--- config.mk ---
export PLATFORM = sky130hd
export DESIGN_NAME = multicycle_ctrl
export DESIGN_NICKNAME = d
export VERILOG_FILES = /design/src/rtl/multicycle_ctrl.sv
export SDC_FILE = /design/constraint.sdc
export NUM_CORES = 1
export LEC_CHECK = 0
export ABC_AREA = 1
export CAP_MARGIN = 20
export CORE_MARGIN = 2
export CORE_UTILIZATION = 38
export CTS_CLUSTER_DIAMETER = 60
export DETAILED_ROUTE_END_ITERATION = 10
export PLACE_DENSITY = 0.86
export RECOVER_POWER = 50
export SLEW_MARGIN = 20
export SYNTH_ARGS = -nofsm -noshare
export SYNTH_HDL_FRONTEND = slang
export SYNTH_SLANG_ARGS = --single-unit
--- constraint.sdc ---
create_clock -name clk_i -period 1.3 [get_ports clk_i]
set_input_delay 0.13 -clock clk_i [delete_from_list [all_inputs] [get_ports clk_i]]
set_output_delay 0.13 -clock clk_i [all_outputs]
set_load 0.005 [all_outputs]
--- src/rtl/multicycle_ctrl.sv ---
`default_nettype none
// ============================================================================
// Module      : multicycle_ctrl
// Description : Main control FSM for the shared-resource multicycle MIPS-subset
//               datapath. A single memory serves instruction and data, and a
//               single ALU serves PC increment, branch target and execution.
//               The FSM decodes op/funct from the IR and drives the per-cycle
//               mux selects, write enables and the ALU op class.
//
// Parameters  : TRAP_STICKY - 1: an illegal opcode parks the FSM in TRAP until
//                                reset; 0: TRAP returns to FETCH next cycle.
// Macro       : MEM_WAIT_EN - when defined, FETCH / MEM_READ / MEM_WRITE hold
//                             until mem_ready_i is high. Undefined: every memory
//                             state takes exactly one cycle.
//
// Ports       : clk_i           clock, rising edge
//               rst_i           asynchronous active-low reset
//               op_i[5:0]       IR[31:26]
//               funct_i[5:0]    IR[5:0]
//               mem_ready_i     memory done (MEM_WAIT_EN builds only)
//               pc_write_o      unconditional PC load
//               pc_write_cond_o PC load if branch condition true
//               branch_ne_o     0 = load on zero, 1 = load on ~zero
//               i_or_d_o        memory address: 0 = PC, 1 = ALUOut
//               mem_read_o      memory read strobe
//               mem_write_o     memory write strobe
//               ir_write_o      IR load
//               wb_sel_o[1:0]   RF write data: 00 ALUOut, 01 MDR, 10 PC
//               reg_dst_o[1:0]  RF write address: 00 rt, 01 rd, 10 r31
//               reg_write_o     RF write enable
//               alu_src_a_o     0 = PC, 1 = A register
//               alu_src_b_o     00 B, 01 const 4, 10 imm, 11 imm<<2
//               alu_op_o[1:0]   00 add, 01 sub, 10 funct-decoded
//               pc_source_o     00 ALU, 01 ALUOut, 10 jump tgt, 11 A (jr)
//               instr_done_o    1-cycle pulse in final state of instruction
//               illegal_o       high in TRAP
//               state_o[3:0]    current state encoding
//
// Revision    : 1.0 - initial release
// ============================================================================
module multicycle_ctrl #(
    parameter bit TRAP_STICKY = 1'b1
) (
    input  logic       clk_i,
    input  logic       rst_i,
    input  logic [5:0] op_i,
    input  logic [5:0] funct_i,
    input  logic       mem_ready_i,
    output logic       pc_write_o,
    output logic       pc_write_cond_o,
    output logic       branch_ne_o,
    output logic       i_or_d_o,
    output logic       mem_read_o,
    output logic       mem_write_o,
    output logic       ir_write_o,
    output logic [1:0] wb_sel_o,
    output logic [1:0] reg_dst_o,
    output logic       reg_write_o,
    output logic       alu_src_a_o,
    output logic [1:0] alu_src_b_o,
    output logic [1:0] alu_op_o,
    output logic [1:0] pc_source_o,
    output logic       instr_done_o,
    output logic       illegal_o,
    output logic [3:0] state_o
);

    typedef enum logic [3:0] {
        S_FETCH     = 4'd0,
        S_DECODE    = 4'd1,
        S_MEM_ADDR  = 4'd2,
        S_MEM_READ  = 4'd3,
        S_MEM_WB    = 4'd4,
        S_MEM_WRITE = 4'd5,
        S_EXECUTE   = 4'd6,
        S_R_WB      = 4'd7,
        S_BRANCH    = 4'd8,
        S_ADDI_EX   = 4'd9,
        S_ADDI_WB   = 4'd10,
        S_JUMP      = 4'd11,
        S_JAL       = 4'd12,
        S_JR        = 4'd13,
        S_TRAP      = 4'd14,
        S_UNUSED    = 4'd15
    } state_e;

    localparam logic [5:0] C_OP_RTYPE = 6'h00;
    localparam logic [5:0] C_OP_J     = 6'h02;
    localparam logic [5:0] C_OP_JAL   = 6'h03;
    localparam logic [5:0] C_OP_BEQ   = 6'h04;
    localparam logic [5:0] C_OP_BNE   = 6'h05;
    localparam logic [5:0] C_OP_ADDI  = 6'h08;
    localparam logic [5:0] C_OP_LW    = 6'h23;
    localparam logic [5:0] C_OP_SW    = 6'h2B;
    localparam logic [5:0] C_FN_JR    = 6'h08;

    state_e state_q;
    state_e state_d;

    // Memory handshake: without the wait feature the memory is assumed to
    // complete every access in one cycle.
    logic w_mem_rdy;
`ifdef MEM_WAIT_EN
    assign w_mem_rdy = mem_ready_i;
`else
    logic w_mem_ready_unused;
    assign w_mem_ready_unused = mem_ready_i;
    assign w_mem_rdy          = 1'b1;
`endif

    // Raw Moore decode (before the reset gate)
    logic       w_pc_write;
    logic       w_pc_write_cond;
    logic       w_branch_ne;
    logic       w_i_or_d;
    logic       w_mem_read;
    logic       w_mem_write;
    logic       w_ir_write;
    logic [1:0] w_wb_sel;
    logic [1:0] w_reg_dst;
    logic       w_reg_write;
    logic       w_alu_src_a;
    logic [1:0] w_alu_src_b;
    logic [1:0] w_alu_op;
    logic [1:0] w_pc_source;
    logic       w_done;
    logic       w_illegal;

    // ------------------------------------------------------------------------
    // State register
    // ------------------------------------------------------------------------
    always_ff @(posedge clk_i or negedge rst_i) begin
        if (!rst_i) begin
            state_q <= S_FETCH;
        end else begin
            state_q <= state_d;
        end
    end

    // ------------------------------------------------------------------------
    // Next-state and output decode
    // ------------------------------------------------------------------------
    always_comb begin
        state_d         = state_q;
        w_pc_write      = 1'b0;
        w_pc_write_cond = 1'b0;
        w_branch_ne     = 1'b0;
        w_i_or_d        = 1'b0;
        w_mem_read      = 1'b0;
        w_mem_write     = 1'b0;
        w_ir_write      = 1'b0;
        w_wb_sel        = 2'b00;
        w_reg_dst       = 2'b00;
        w_reg_write     = 1'b0;
        w_alu_src_a     = 1'b0;
        w_alu_src_b     = 2'b00;
        w_alu_op        = 2'b00;
        w_pc_source     = 2'b00;
        w_done          = 1'b0;
        w_illegal       = 1'b0;

        case (state_q)
            S_FETCH: begin
                // The read strobe is held for the whole access; the IR and
                // PC only commit in the cycle the memory completes.
                w_mem_read  = 1'b1;
                w_alu_src_b = 2'b01;
                w_ir_write  = w_mem_rdy;
                w_pc_write  = w_mem_rdy;
                state_d     = w_mem_rdy ? S_DECODE : S_FETCH;
            end

            S_DECODE: begin
                // Branch target (PC+4 + imm<<2) is precomputed into ALUOut here.
                w_alu_src_b = 2'b11;
                case (op_i)
                    C_OP_LW,
                    C_OP_SW:    state_d = S_MEM_ADDR;
                    C_OP_RTYPE: state_d = (funct_i == C_FN_JR) ? S_JR : S_EXECUTE;
                    C_OP_BEQ,
                    C_OP_BNE:   state_d = S_BRANCH;
                    C_OP_ADDI:  state_d = S_ADDI_EX;
                    C_OP_J:     state_d = S_JUMP;
                    C_OP_JAL:   state_d = S_JAL;
                    default:    state_d = S_TRAP;
                endcase
            end

            S_MEM_ADDR: begin
                w_alu_src_a = 1'b1;
                w_alu_src_b = 2'b10;
                state_d     = (op_i == C_OP_LW) ? S_MEM_READ : S_MEM_WRITE;
            end

            S_MEM_READ: begin
                w_mem_read = 1'b1;
                w_i_or_d   = 1'b1;
                state_d    = w_mem_rdy ? S_MEM_WB : S_MEM_READ;
            end

            S_MEM_WB: begin
                w_reg_write = 1'b1;
                w_wb_sel    = 2'b01;
                w_reg_dst   = 2'b00;
                w_done      = 1'b1;
                state_d     = S_FETCH;
            end

            S_MEM_WRITE: begin
                w_mem_write = 1'b1;
                w_i_or_d    = 1'b1;
                w_done      = w_mem_rdy;
                state_d     = w_mem_rdy ? S_FETCH : S_MEM_WRITE;
            end

            S_EXECUTE: begin
                w_alu_src_a = 1'b1;
                w_alu_op    = 2'b10;
                state_d     = S_R_WB;
            end

            S_R_WB: begin
                w_reg_write = 1'b1;
                w_reg_dst   = 2'b01;
                w_done      = 1'b1;
                state_d     = S_FETCH;
            end

            S_BRANCH: begin
                // ALU compares A-B; the datapath qualifies pc_write_cond with
                // the zero flag in the polarity selected by branch_ne.
                w_alu_src_a     = 1'b1;
                w_alu_op        = 2'b01;
                w_pc_write_cond = 1'b1;
                w_pc_source     = 2'b01;
                w_branch_ne     = (op_i == C_OP_BNE);
                w_done          = 1'b1;
                state_d         = S_FETCH;
            end

            S_ADDI_EX: begin
                w_alu_src_a = 1'b1;
                w_alu_src_b = 2'b10;
                state_d     = S_ADDI_WB;
            end

            S_ADDI_WB: begin
                w_reg_write = 1'b1;
                w_reg_dst   = 2'b00;
                w_done      = 1'b1;
                state_d     = S_FETCH;
            end

            S_JUMP: begin
                w_pc_write  = 1'b1;
                w_pc_source = 2'b10;
                w_done      = 1'b1;
                state_d     = S_FETCH;
            end

            S_JAL: begin
                // r31 receives the current PC, which already holds PC+4
                // since FETCH; the PC update lands on the same edge.
                w_pc_write  = 1'b1;
                w_pc_source = 2'b10;
                w_reg_write = 1'b1;
                w_reg_dst   = 2'b10;
                w_wb_sel    = 2'b10;
                w_done      = 1'b1;
                state_d     = S_FETCH;
            end

            S_JR: begin
                w_pc_write  = 1'b1;
                w_pc_source = 2'b11;
                w_done      = 1'b1;
                state_d     = S_FETCH;
            end

            S_TRAP: begin
                w_illegal = 1'b1;
                state_d   = TRAP_STICKY ? S_TRAP : S_FETCH;
            end

            default: begin
                // Unreachable encoding: recover silently with all outputs low.
                state_d = S_FETCH;
            end
        endcase
    end

    // ------------------------------------------------------------------------
    // Output gate: while reset is held every output, including state_o, is
    // forced low combinationally so no strobe outlives reset assertion.
    // ------------------------------------------------------------------------
    always_comb begin
        pc_write_o      = rst_i & w_pc_write;
        pc_write_cond_o = rst_i & w_pc_write_cond;
        branch_ne_o     = rst_i & w_branch_ne;
        i_or_d_o        = rst_i & w_i_or_d;
        mem_read_o      = rst_i & w_mem_read;
        mem_write_o     = rst_i & w_mem_write;
        ir_write_o      = rst_i & w_ir_write;
        wb_sel_o        = {2{rst_i}} & w_wb_sel;
        reg_dst_o       = {2{rst_i}} & w_reg_dst;
        reg_write_o     = rst_i & w_reg_write;
        alu_src_a_o     = rst_i & w_alu_src_a;
        alu_src_b_o     = {2{rst_i}} & w_alu_src_b;
        alu_op_o        = {2{rst_i}} & w_alu_op;
        pc_source_o     = {2{rst_i}} & w_pc_source;
        instr_done_o    = rst_i & w_done;
        illegal_o       = rst_i & w_illegal;
        state_o         = {4{rst_i}} & state_q;
    end

endmodule
`default_nettype wire

==> metrics.txt, run 1 <==
status=stopped before the end; stopping stage=global routing (5_1_grt); Log Error=[ERROR DPL-0038] Utilization greater than 100%, impossible to legalize; Ys Warns=0; Synth Area per Inst=5.07 µm²; worst_ep kind=output port; post-GRT worst EP=instr_done_o; Max Root-Sink Buffers=2; area share of the largest cell type after synthesis=21.5%; Cell Area, Synth=699 µm²; Mapped Cells=between 100 and 150; #FFs+latches synth=4; Post-Place Cells=230; Initial Util=between 40% and 50%; dominant cells by area after synthesis=nand2_1 (21%), nor2_1 (14%), dfrtp_1 (14%), inv_1 (12%), nand3_1 (5.7%); syn nets=153; Core Rows=15; Placer Congestion=between 0.9 and 1; io pins=40; die height=between 40 and 50 µm; largest net degree at the start of global routing=14; synth unique cells=22; HPWL Detailed=2080 µm; post-synth top area cell=nand2_1; IO buf count=38; Die W=46.9 µm; H-tree depth=1; clk sinks=4; Root Driver=clkbuf_4; Seq/Total Area, Yosys=14.3%; Num CTS Buffers=3
==> cell usage after synthesis (all sizes together) <==
cell type,n
nor3,4
a21oi,7
o21ai,2
inv,29
o211ai,1
nor2,34
buf,2
nand3,8
a211oi,1
nand2b,1
dfrtp,4
nand2,40
nor4,1
a31oi,3
nand4,1
==> through the flow <==
| step | worst slack (ns) | setup TNS (ns) | util [%] | instance area (µm²) |
|---|---|---|---|---|
| floorplan | 0.145 | 0 | - | 699 |
| global placement | -0.374 | -8.47 | 77.8 | 1340 |
| detailed placement | -0.411 | -9.08 | 77.8 | 1340 |
| CTS | -0.257 | -3.54 | 94.6 | 1630 |
==> cells by family after synthesis <==
family | synth area share, %
buffers and inverters | 17.4
AOI/OAI and AO/OA | 12.7
and+or+nand+nor | 55.6
DFF | 14.3
==> what timing repair did <==
| item | 4_1_cts |
|---|---|
| resized for setup | 163 |
| hold buffers | 0 |
| setup buffers | 20 |
| pin swaps | 21 |
| setup endpoints to repair | 28 |
| hold endpoints to repair | 0 |
==> run 2, diff against run 1 <==
--- a/config.mk
+++ b/config.mk
@@ -7,11 +7,10 @@
 export LEC_CHECK = 0
 export ABC_AREA = 1
 export CAP_MARGIN = 20
-export CORE_MARGIN = 2
-export CORE_UTILIZATION = 38
-export CTS_CLUSTER_DIAMETER = 60
+export CORE_AREA = 2 2 63 65
 export DETAILED_ROUTE_END_ITERATION = 10
-export PLACE_DENSITY = 0.86
+export DIE_AREA = 0 0 65 67
+export PLACE_DENSITY_LB_ADDON = 0.15
 export RECOVER_POWER = 50
 export SLEW_MARGIN = 20
 export SYNTH_ARGS = -nofsm -noshare
==> run 2 against run 1 <==
  * Area after synthesis is the same
  * The flow now finishes, with violations (setup timing)
  * Synthesized cell count unchanged
==> metrics.txt, run 2 <==
status=complete, but fails checks; failing checks=setup timing; Largest regs=state_q: 4 flops; synth unique cells=22 (unchanged); count leader, synth=nand2_1; #FFs+latches synth=4 (unchanged); Max Root-Sink Buffers=2 (unchanged); complex-gate fraction of the synthesized area=12.7% (unchanged); ranking of synthesized cells by instance count=nand2_1 (40), nor2_1 (27), inv_1 (23); Sequential Power Share=10.4%; post-synth top area cell=nand2_1; vias after detailed routing=1,213; NetSw=1.26 mW; max reg flops=4; DRT antenna net count=0; worst skew pair latency=0.22 ns; Ys Warns=0 (unchanged); Setup Skew=0.000683 ns; CP top delay family=buffers and inverters; wire per inst=roughly 11 µm; Initial Util=19.4% (-21 points); ys async rst share=100% (unchanged); crit start category=flop; vias in the first global route=1,133; H-tree depth=1 (unchanged); setup violators final=27; Finished Core Util=between 40% and 50%; final-report max-slew violation count=0; DRC errors left=0; RSZ-0062 raised after global routing=true; gr ovfl total=0; Adder-Cell Fraction of Synth Area=0% (unchanged); clock slew at reported path FFs=0.03 ns; VDD IR-drop max=0.533 mV; Area Growth Syn to Fin=155%; Fmax=0.624 GHz; Die W=65 µm (+39%); HPWL Detailed=2040 µm (-1.9%); io pins=40 (unchanged); Synth Area per Inst=5.07 µm² (unchanged); largest family of logic cells by synthesized area=simple AND/OR/NAND/NOR gates; Post-synth EDFFs=0 (unchanged); Core Rows=22 (+7); commonest non-fill, non-tap cell in the layout=buf_4; fraction of layout cells with a size suffix above 1=57.6%; leakage=between 0.9 and 1 nW; Vias/cell=about 4.3; Seq/Total Area, Yosys=14.3% (unchanged); Cell Chain, Critical Path=inv_2, buf_6, nor2_4, buf_4, inv_2, nor2_1, inv_1, nor2_1, buf_2; prevailing post-synth register cell=dfrtp_1; clock power share=9.1%; first-pass GRT wire length=4740 µm; most frequent cells in the layout=buf_4 (33), nand2_1 (27), buf_2 (23), nor2_1 (21), buf_6 (21); drt total wl=3090 µm; CTS tree=built; max cap viols=0; Reg area=104 µm²; CP max stage delay=0.43 ns; min-delay worst type=in -> async; initial antenna violation count=0; Placer Congestion=0.849 (-7.2%); Total Routing Usage GR=14.2%; cell-internal power=1.64 mW; cts hold-fix bufs=0 (unchanged); Slew @ Worst Pin=0.271 ns; Cell Area, Synth=699 µm² (unchanged); area share of the largest cell type after synthesis=21.5% (unchanged); Worst Path Buf+Inv=6; setup_tns=-4.69 ns; fin nets=253; CP arrival=1.47 ns; Crit. End Element=output port; WP data required=1.17 ns; Hold Fails Final Rpt=0; worst hold slack=around 0.42 ns; clk sinks=4 (unchanged); CP max-delay cell=dfrtp_1; Num CTS Buffers=3 (unchanged); Root Driver=clkbuf_8; slew margin rel.=81.9%; drt first pass iters=4; die area=approximately 4400 µm²; post-synthesis xor/xnor area fraction=0% (unchanged); area of the multi-input gates=661 µm²; syn nets=153 (unchanged); fillers=around 350; IO buf count=38 (unchanged); CORE AREA=3610 µm²; Top reg by flops=state_q; fin crit period=1.60 ns; Mapped Cells=138 (unchanged); Switching Fraction=43.6%; crit path max fanout=3; post-synthesis mux area share=0% (unchanged); Iteration-0 DRC Markers=25; Combinational Power Share=80.5%; die height=67 µm (+43%); pwr/cell area=~1600 nW/µm²; dominant cells by area after synthesis=nand2_1 (21%), nor2_1 (14%), dfrtp_1 (14%), inv_1 (12%), nand3_1 (5.7%); simple logic cell fraction of the synthesized area=55.6% (unchanged); pre-CTS setup slack=-0.439 ns (-0.0277 ns); period utilisation layout=123%; largest net degree at the start of global routing=9; Setup Crit Path Kind=reg -> out; Final WS setup=-0.303 ns; Antenna Cells=0
## run 2: cell counts after synthesis
No cell type changed its count.
## run 2: timing repair
action,in CTS,in global routing
cloned,0,0
setup endpoints to repair,27,28
pin swaps,28,24
gates resized for setup,151,28
setup buffers,23,7
## run 2: power groups by stage
stage / registers, mW / logic [mW] / clock network, mW
2_1_floorplan: 0.248 / 0.565 / 0
3_3_place_gp: 0.260 / 1.38 / 0
3_5_place_dp: 0.260 / 1.38 / 0
4_1_cts: 0.300 / 1.94 / 0.268
5_1_grt: 0.312 / 2.49 / 0.274
6_report: 0.302 / 2.34 / 0.264
## run 2: worst register-to-register path: stages (launching register included)
cell     delay (ns)
dfrtp_1        0.43
inv_2          0.11
buf_6          0.10
nor2_4         0.04
buf_4          0.13
inv_2          0.05
buf_6          0.08
buf_6          0.08
nor2_1         0.03
inv_1          0.06
nand2_1        0.05
a31oi_1        0.15
nand2_1        0.07
## run 2: routing by layer
layer / track usage [%] / wire length [µm]
met5: 0 / 0
met4: 8.24 / 76
met3: 1.69 / 97
met2: 28.0 / 1700
met1: 14.1 / 1210
## run 2: per-stage QoR
| stage | power, mW | area [µm²] | cells |
|---|---|---|---|
| floorplan | 0.813 | 699 | 138 |
| global placement | 1.64 | 1390 | 255 |
| detailed placement | 1.64 | 1390 | 255 |
| CTS | 2.51 | 1670 | 278 |
| global route | 3.08 | 1790 | 284 |
| finish | 2.90 | 1790 | 284 |
## run 2: final timing paths
check / start / endpoint / slack, ns / cells past startpoint
worst min-delay path: rst_i / state_q[0] / 0.42 / 4
worst max register to register: state_q[1] / state_q[1] / -0.21 / 12
max in group asynchronous: rst_i / state_q[2] / 0.69 / 4
worst min register to register: state_q[0] / state_q[0] / 0.90 / 5
worst max-delay path: state_q[1] / illegal_o / -0.30 / 9
min in group clk_i: funct_i[3] / state_q[3] / 0.75 / 7
## run 2: layout make-up
type                    instances  share of cell area [%]
well taps                      48                    3.36
flip-flops and latches          4                    5.81
multi-input cells             103                    37.0
repair buffers                 97                    44.7
inverters                      29                    6.79
clock buffers                   3                    2.31
## run 2: logic make-up after synthesis
family	after synthesis
buffers and inverters	31
AND/OR/NAND/NOR	89
AO/OA/AOI/OAI	14
flip-flops	4
Note: power is estimated with default switching activity, not from simulation.
==> run 3, diff against run 2 <==
--- a/config.mk
+++ b/config.mk
@@ -8,6 +8,7 @@
 export ABC_AREA = 1
 export CAP_MARGIN = 20
 export CORE_AREA = 2 2 63 65
+export CTS_CLUSTER_DIAMETER = 80
 export DETAILED_ROUTE_END_ITERATION = 10
 export DIE_AREA = 0 0 65 67
 export PLACE_DENSITY_LB_ADDON = 0.15
==> results of run 3 <==
Final layout, timing and power as in run 2 (identical DEF).
==> run 4, diff against run 3 <==
--- a/config.mk
+++ b/config.mk
@@ -8,6 +8,7 @@
 export ABC_AREA = 1
 export CAP_MARGIN = 20
 export CORE_AREA = 2 2 63 65
+export CTS_BUF_LIST = sky130_fd_sc_hd__clkbuf_8 sky130_fd_sc_hd__clkbuf_16
 export CTS_CLUSTER_DIAMETER = 80
 export DETAILED_ROUTE_END_ITERATION = 10
 export DIE_AREA = 0 0 65 67
==> results of run 4 <==
Final layout, timing and power as in run 2 (identical DEF).
